### config.mk
export PLATFORM = sky130hd
export DESIGN_NAME = ramen_order_feeder
export DESIGN_NICKNAME = d
export VERILOG_FILES = /design/src/rtl/ramen_order_feeder.sv
export SDC_FILE = /design/constraint.sdc
export NUM_CORES = 1
export LEC_CHECK = 0
export BUFFER_PORTS_ARGS = -buffer_cell sky130_fd_sc_hd__buf_2
export CAP_MARGIN = 20
export CORE_ASPECT_RATIO = 1.75
export CORE_MARGIN = 1.5
export CORE_UTILIZATION = 25
export CTS_CLUSTER_SIZE = 30
export DETAILED_ROUTE_END_ITERATION = 6
export HOLD_SLACK_MARGIN = 0.1
export PLACE_DENSITY = 0.47
export SETUP_SLACK_MARGIN = 0.05
export SKIP_LAST_GASP = 1
export SYNTH_ARGS = -nofsm -noshare
export SYNTH_HDL_FRONTEND = slang
export SYNTH_SLANG_ARGS = --single-unit
export TNS_END_PERCENT = 10
### constraint.sdc
create_clock -name clk -period 5 [get_ports clk]
set_input_delay 0.25 -clock clk [delete_from_list [all_inputs] [get_ports clk]]
set_output_delay 0.25 -clock clk [all_outputs]
set_load 0.05 [all_outputs]
### src/rtl/ramen_order_feeder.sv
// Order-queueing front end for the ramen stage: buffers customer orders, replays each
// with the two-cycle in_valid handshake, and reports per-order results and per-day counts.
module ramen_order_feeder #(
    parameter int unsigned DEPTH = 8
) (
    input  logic       clk,
    input  logic       rst_n,
    input  logic       cust_valid,
    output logic       cust_ready,
    input  logic [1:0] cust_type,
    input  logic       cust_portion,
    input  logic       cust_last,
    output logic [7:0] cust_tag,
    output logic       in_valid,
    output logic [1:0] ramen_type,
    output logic       portion,
    output logic       selling,
    input  logic       out_valid_order,
    input  logic       success,
    input  logic       out_valid_tot,
    output logic       resp_valid,
    output logic       resp_success,
    output logic [7:0] resp_tag,
    output logic       day_done,
    output logic [7:0] ok_cnt,
    output logic [7:0] fail_cnt
);

    localparam int unsigned PTR_W = $clog2(DEPTH);
    localparam int unsigned CNT_W = PTR_W + 1;
    localparam int unsigned TAG_W = 8;

    typedef struct packed {
        logic [1:0]       rtype;
        logic             portion;
        logic             last;
        logic [TAG_W-1:0] tag;
    } order_t;

    typedef enum logic [2:0] {
        ST_IDLE,
        ST_SEND0,
        ST_SEND1,
        ST_WAIT,
        ST_TOTAL
    } state_t;

    state_t             state;
    order_t             mem [DEPTH];
    order_t             head;
    logic [PTR_W-1:0]   wr_ptr;
    logic [PTR_W-1:0]   rd_ptr;
    logic [CNT_W-1:0]   count;
    logic [TAG_W-1:0]   tag_q;
    logic               inflight_last;
    logic [TAG_W-1:0]   inflight_tag;
    logic               push;
    logic               pop;
    logic               fifo_empty;
    logic               order_done;
    logic               tot_done;

    // Readiness looks only at the current count; a same-cycle pop does not open a slot.
    assign cust_ready = (count < CNT_W'(DEPTH));
    assign fifo_empty = (count == '0);
    assign push       = cust_valid && cust_ready;
    assign pop        = (state == ST_SEND1);
    assign head       = mem[rd_ptr];
    assign cust_tag   = tag_q;
    assign order_done = (state == ST_WAIT) && out_valid_order;
    assign tot_done   = (state == ST_TOTAL) && out_valid_tot;

    // Order storage; contents need no reset because count guards every read.
    always_ff @(posedge clk) begin
        if (push) begin
            mem[wr_ptr] <= '{rtype: cust_type, portion: cust_portion,
                             last: cust_last, tag: tag_q};
        end
    end

    // FIFO pointers, occupancy and the free-running order tag.
    always_ff @(posedge clk or negedge rst_n) begin
        if (!rst_n) begin
            wr_ptr <= '0;
            rd_ptr <= '0;
            count  <= '0;
            tag_q  <= '0;
        end else begin
            if (push) begin
                wr_ptr <= wr_ptr + PTR_W'(1);
                tag_q  <= tag_q + TAG_W'(1);
            end
            if (pop) begin
                rd_ptr <= rd_ptr + PTR_W'(1);
            end
            case ({push, pop})
                2'b10:   count <= count + CNT_W'(1);
                2'b01:   count <= count - CNT_W'(1);
                default: count <= count;
            endcase
        end
    end

    // Sequencer: two send cycles per order, then wait for the verdict (and totals on the last).
    always_ff @(posedge clk or negedge rst_n) begin
        if (!rst_n) begin
            state         <= ST_IDLE;
            inflight_last <= 1'b0;
            inflight_tag  <= '0;
        end else begin
            case (state)
                ST_IDLE: begin
                    if (!fifo_empty) begin
                        state <= ST_SEND0;
                    end
                end
                ST_SEND0: begin
                    state <= ST_SEND1;
                end
                ST_SEND1: begin
                    state         <= ST_WAIT;
                    inflight_last <= head.last;
                    inflight_tag  <= head.tag;
                end
                ST_WAIT: begin
                    if (out_valid_order) begin
                        if (inflight_last) begin
                            state <= ST_TOTAL;
                        end else if (!fifo_empty) begin
                            state <= ST_SEND0;
                        end else begin
                            state <= ST_IDLE;
                        end
                    end
                end
                ST_TOTAL: begin
                    if (out_valid_tot) begin
                        state <= fifo_empty ? ST_IDLE : ST_SEND0;
                    end
                end
                default: begin
                    state <= ST_IDLE;
                end
            endcase
        end
    end

    // Ramen-stage drive is a pure decode of state and the head/in-flight registers.
    always_comb begin
        in_valid   = 1'b0;
        ramen_type = 2'd0;
        portion    = 1'b0;
        selling    = 1'b0;
        case (state)
            ST_SEND0: begin
                in_valid   = 1'b1;
                ramen_type = head.rtype;
            end
            ST_SEND1: begin
                in_valid = 1'b1;
                portion  = head.portion;
            end
            ST_WAIT: begin
                selling = !inflight_last;
            end
            default: begin
                in_valid = 1'b0;
            end
        endcase
    end

    // Per-order result strobe and the day-close pulse.
    always_ff @(posedge clk or negedge rst_n) begin
        if (!rst_n) begin
            resp_valid   <= 1'b0;
            resp_success <= 1'b0;
            resp_tag     <= '0;
            day_done     <= 1'b0;
        end else begin
            resp_valid <= order_done;
            day_done   <= tot_done;
            if (order_done) begin
                resp_success <= success;
                resp_tag     <= inflight_tag;
            end
        end
    end

    // Day counters saturate, hold through the day_done cycle, then clear.
    always_ff @(posedge clk or negedge rst_n) begin
        if (!rst_n) begin
            ok_cnt   <= '0;
            fail_cnt <= '0;
        end else if (day_done) begin
            ok_cnt   <= '0;
            fail_cnt <= '0;
        end else if (order_done) begin
            if (success && (ok_cnt != 8'hFF)) begin
                ok_cnt <= ok_cnt + 8'(1);
            end
            if (!success && (fail_cnt != 8'hFF)) begin
                fail_cnt <= fail_cnt + 8'(1);
            end
        end
    end

endmodule

==> key figures <==
STA
  – Final setup viols: 0
  – Final hold viol count: 0
  – Final critical-path required period: 2.68 ns
  – RSZ-0062 raised after global routing: false
  – Final worst slack: 2.32 ns
  – Worst-Margin Slew: 0.793 ns
  – Slew margin rel.: 47.2%
  – FMAX: 0.373 GHz
  – Hold_ws: 0.133 ns
  – Skew final: 0.0118 ns
  – Setup_tns: 0 ns
  – Max-slew violation count: 0
  – Post-route clock period utilization: 53.6%

Placed design
  – GP Congestion: 0.694
  – I/O Buffers: 50
  – Placement Setup Slack: 2.33 ns
  – Detailed placement HPWL: 9010 um

Run status
  – Status: completed

Critical path
  – CP Launch Type: register
  – WP data arrival: 2.98 ns
  – Worst Path Class, Setup: reg -> reg
  – Crit. End Element: register
  – Req. time, crit path: 5.30 ns
  – Worst-path fanout max: 10
  – CP Buf/Inv Count: 1
  – CP delay by family, top: simple AND/OR/NAND/NOR gates
  – Worst path max stage delay: 0.60 ns
  – Most frequent CP cell: xor2_1
  – Critical path cell sequence: nor2b_1 -> inv_1 -> ha_1 -> xor2_1 -> ha_1 -> a21oi_1 -> xor2_1 -> nor2_1 -> xor2_1
  – Slowest stage cell, crit path: nor2b_1

Power
  – Pwr/cell area: 636 nW/um2
  – Power Total: 4.81 mW
  – Lkg Pwr: 2.89 nW
  – Maximum vdd drop: 0.227 mV

Global routing
  – First-pass GRT wire length: 21300 um
  – Initial antenna violation count: 0
  – Grt total ovfl: 0
  – GR Util All Layers: 11.2%
  – Vias in the first global route: 3847
  – Largest net degree at the start of global routing: 58

Layout
  – Synth-to-layout area growth: 20.9%
  – Nets: 497
  – Multi-input gate area: 1840 um2
  – Layout cells sized above 1: 25.2%
  – Final Util: 30.7%
  – # diodes: 0
  – Sequential Area: 4310 um2
  – # fillers: 2446

Clock tree
  – CTS tree: yes
  – # hold bufs at CTS: 6
  – H-tree depth: 4
  – CTS sink count: 153
  – Post-cts resize count: 0
  – Clk buf depth: 2
  – Worst-Skew Late Latency: 0.42 ns
  – Post-CTS Setup Inserts: 0
  – CTS root buf: clkbuf_16
  – Num CTS Buffers: 17
  – CTS clk-pin slew, worst paths: 0.06 ns

Floorplan
  – Chip width: 123 um
  – Die area: 26000 um2
  – Initial Util: 25.4%
  – Die height: 212 um
  – CORE AREA: 24600 um2
  – Io pins: 51
  – FP Rows: 76

Synthesis
  – Yosys warns: 0
  – Post-synthesis sequential area ratio: 68.9%
  – Post-synthesis cell count: 408
  – Net Count, Synth: 426
  – Yosys cell types: 40
  – Seq cells post-synth: 153
  – Synthesized area: 6250 um2
  – Syn Area/Cell: 15.3 um2

Drt
  – DRT Wirelength: 13600 um
  – DR vias: 3581
  – Routed Antenna Nets: 0
  – Drt initial violations: 164
  – Drt via density: 4.45
  – DR pass1 iterations: 6
  – DRC viols: 0
  – Avg WL per Cell: 17.0 um

Flow run
  – Max-cap violations: 0

Hold path
  – Worst min-delay path class: in -> reg
[layout by cell type, fill, tap and decap left out, types with 6 or more instances in the layout]
cell | synthesis | final
nor2_1 | 27 | 27
o21ai_0 | 7 | 7
xnor2_1 | 13 | 13
nand2_1 | 49 | 49
nor3_1 | 8 | 7
clkbuf_16 | 0 | 17
mux4_2 | 24 | 24
nand3_1 | 8 | 8
dfrtp_1 | 57 | 57
inv_1 | 6 | 6
ha_1 | 8 | 8
a21oi_1 | 21 | 21
xor2_1 | 9 | 9
buf_4 | 1 | 12
dlygate4sd3_1 | 0 | 6
buf_2 | 6 | 50
edfxtp_1 | 96 | 96
mux2i_1 | 14 | 14
[logic make-up after synthesis]
family                     share of synthesized area [%]
xor gates and xnor gates                            3.08
and+or+nand+nor                                     9.43
DFF                                                 68.9
AOI/OAI and AO/OA                                   3.76
muxes                                               11.4
adders and majority gates                           1.60
buffers and inverters                               1.76
[worst min-delay path, stage by stage]
cell and delay, ns:
buf_2 0.15, nand2_1 0.07, nand2_1 0.04
[per-layer routing]
layer,global-route usage (%),part of all wire (%)
met3,2.60,2.9
met4,5.05,2.3
met2,21.4,57
met1,11.3,38
met5,0,0
[power breakdown]
group	internal, mW	leakage, nW	switching (mW)
sequential	1.66	1.57	0.284
clock	0.732	0.270	0.504
combinational	0.593	1.05	1.03
total	2.99	2.89	1.82
[cells in the mapped netlist]
| cell | instances | area, um2 |
|---|---|---|
| edfxtp_1 | 96 | 2880 |
| dfrtp_1 | 57 | 1430 |
| nand2_1 | 49 | 184 |
| nor2_1 | 27 | 101 |
| mux4_2 | 24 | 541 |
| a21oi_1 | 21 | 105 |
| mux2i_1 | 14 | 140 |
| xnor2_1 | 13 | 114 |
| xor2_1 | 9 | 78.8 |
| ha_1 | 8 | 100 |
| nand3_1 | 8 | 40.0 |
| nor3_1 | 8 | 40.0 |
| clkbuf_1 | 7 | 26.3 |
| o21ai_0 | 7 | 35.0 |
| buf_2 | 6 | 30.0 |
| inv_1 | 6 | 22.5 |
| and3_1 | 5 | 31.3 |
| nor2b_1 | 5 | 31.3 |
| nand4_1 | 4 | 25.0 |
| or3_1 | 4 | 25.0 |
| mux2_2 | 3 | 33.8 |
| o31ai_1 | 3 | 22.5 |
| or4_1 | 3 | 22.5 |
| a211oi_1 | 2 | 15.0 |
| buf_1 | 2 | 7.51 |
| nand2b_1 | 2 | 12.5 |
| nor4_1 | 2 | 12.5 |
| a2111o_1 | 1 | 11.3 |
| a2111oi_0 | 1 | 8.76 |
| a22o_1 | 1 | 8.76 |
| and4_1 | 1 | 8.76 |
| buf_4 | 1 | 7.51 |
| buf_6 | 1 | 11.3 |
| clkinv_2 | 1 | 5.00 |
| nand4b_1 | 1 | 8.76 |
| nand4b_4 | 1 | 23.8 |
| nor3_2 | 1 | 10.0 |
| nor4_2 | 1 | 12.5 |
| o211ai_4 | 1 | 21.3 |
| o21bai_1 | 1 | 7.51 |
[registers in the layout, summed over array words and instances, names as in the netlist, 3 cells and up]
signal / count
mem: 96
cust_tag: 8
fail_cnt: 8
inflight_tag: 8
ok_cnt: 8
resp_tag: 8
count: 4
rd_ptr: 3
state: 3
wr_ptr: 3
[per-stage QoR]
step                cell area [um2]  instances
floorplan                      6250        408
global placement               6910        765
detailed placement             6940        766
CTS                            7560        804
global route                   7560        804
finish                         7560        804
[layout make-up]
class | count | share of cell area (%)
clock buffers | 20 | 5.78
clock inverters | 12 | 1.64
inverters | 7 | 0.364
multi-input cells | 231 | 24.4
flip-flops and latches | 153 | 57.0
well taps | 312 | 5.16
repair buffers | 69 | 5.66
[final timing paths]
check                                start         endpoint  slack [ns]  depth (start not counted)
max                               count[3]         count[2]        2.32                          9
min                                success     resp_success        0.13                          3
max reg2reg                       count[3]         count[2]        2.32                          9
min reg2reg                inflight_tag[6]      resp_tag[6]        0.47                          2
max in group asynchronous            rst_n  inflight_tag[4]        3.94                          3
min in group asynchronous            rst_n         count[2]        0.54                          3
Note: power is estimated with default switching activity, not from simulation.
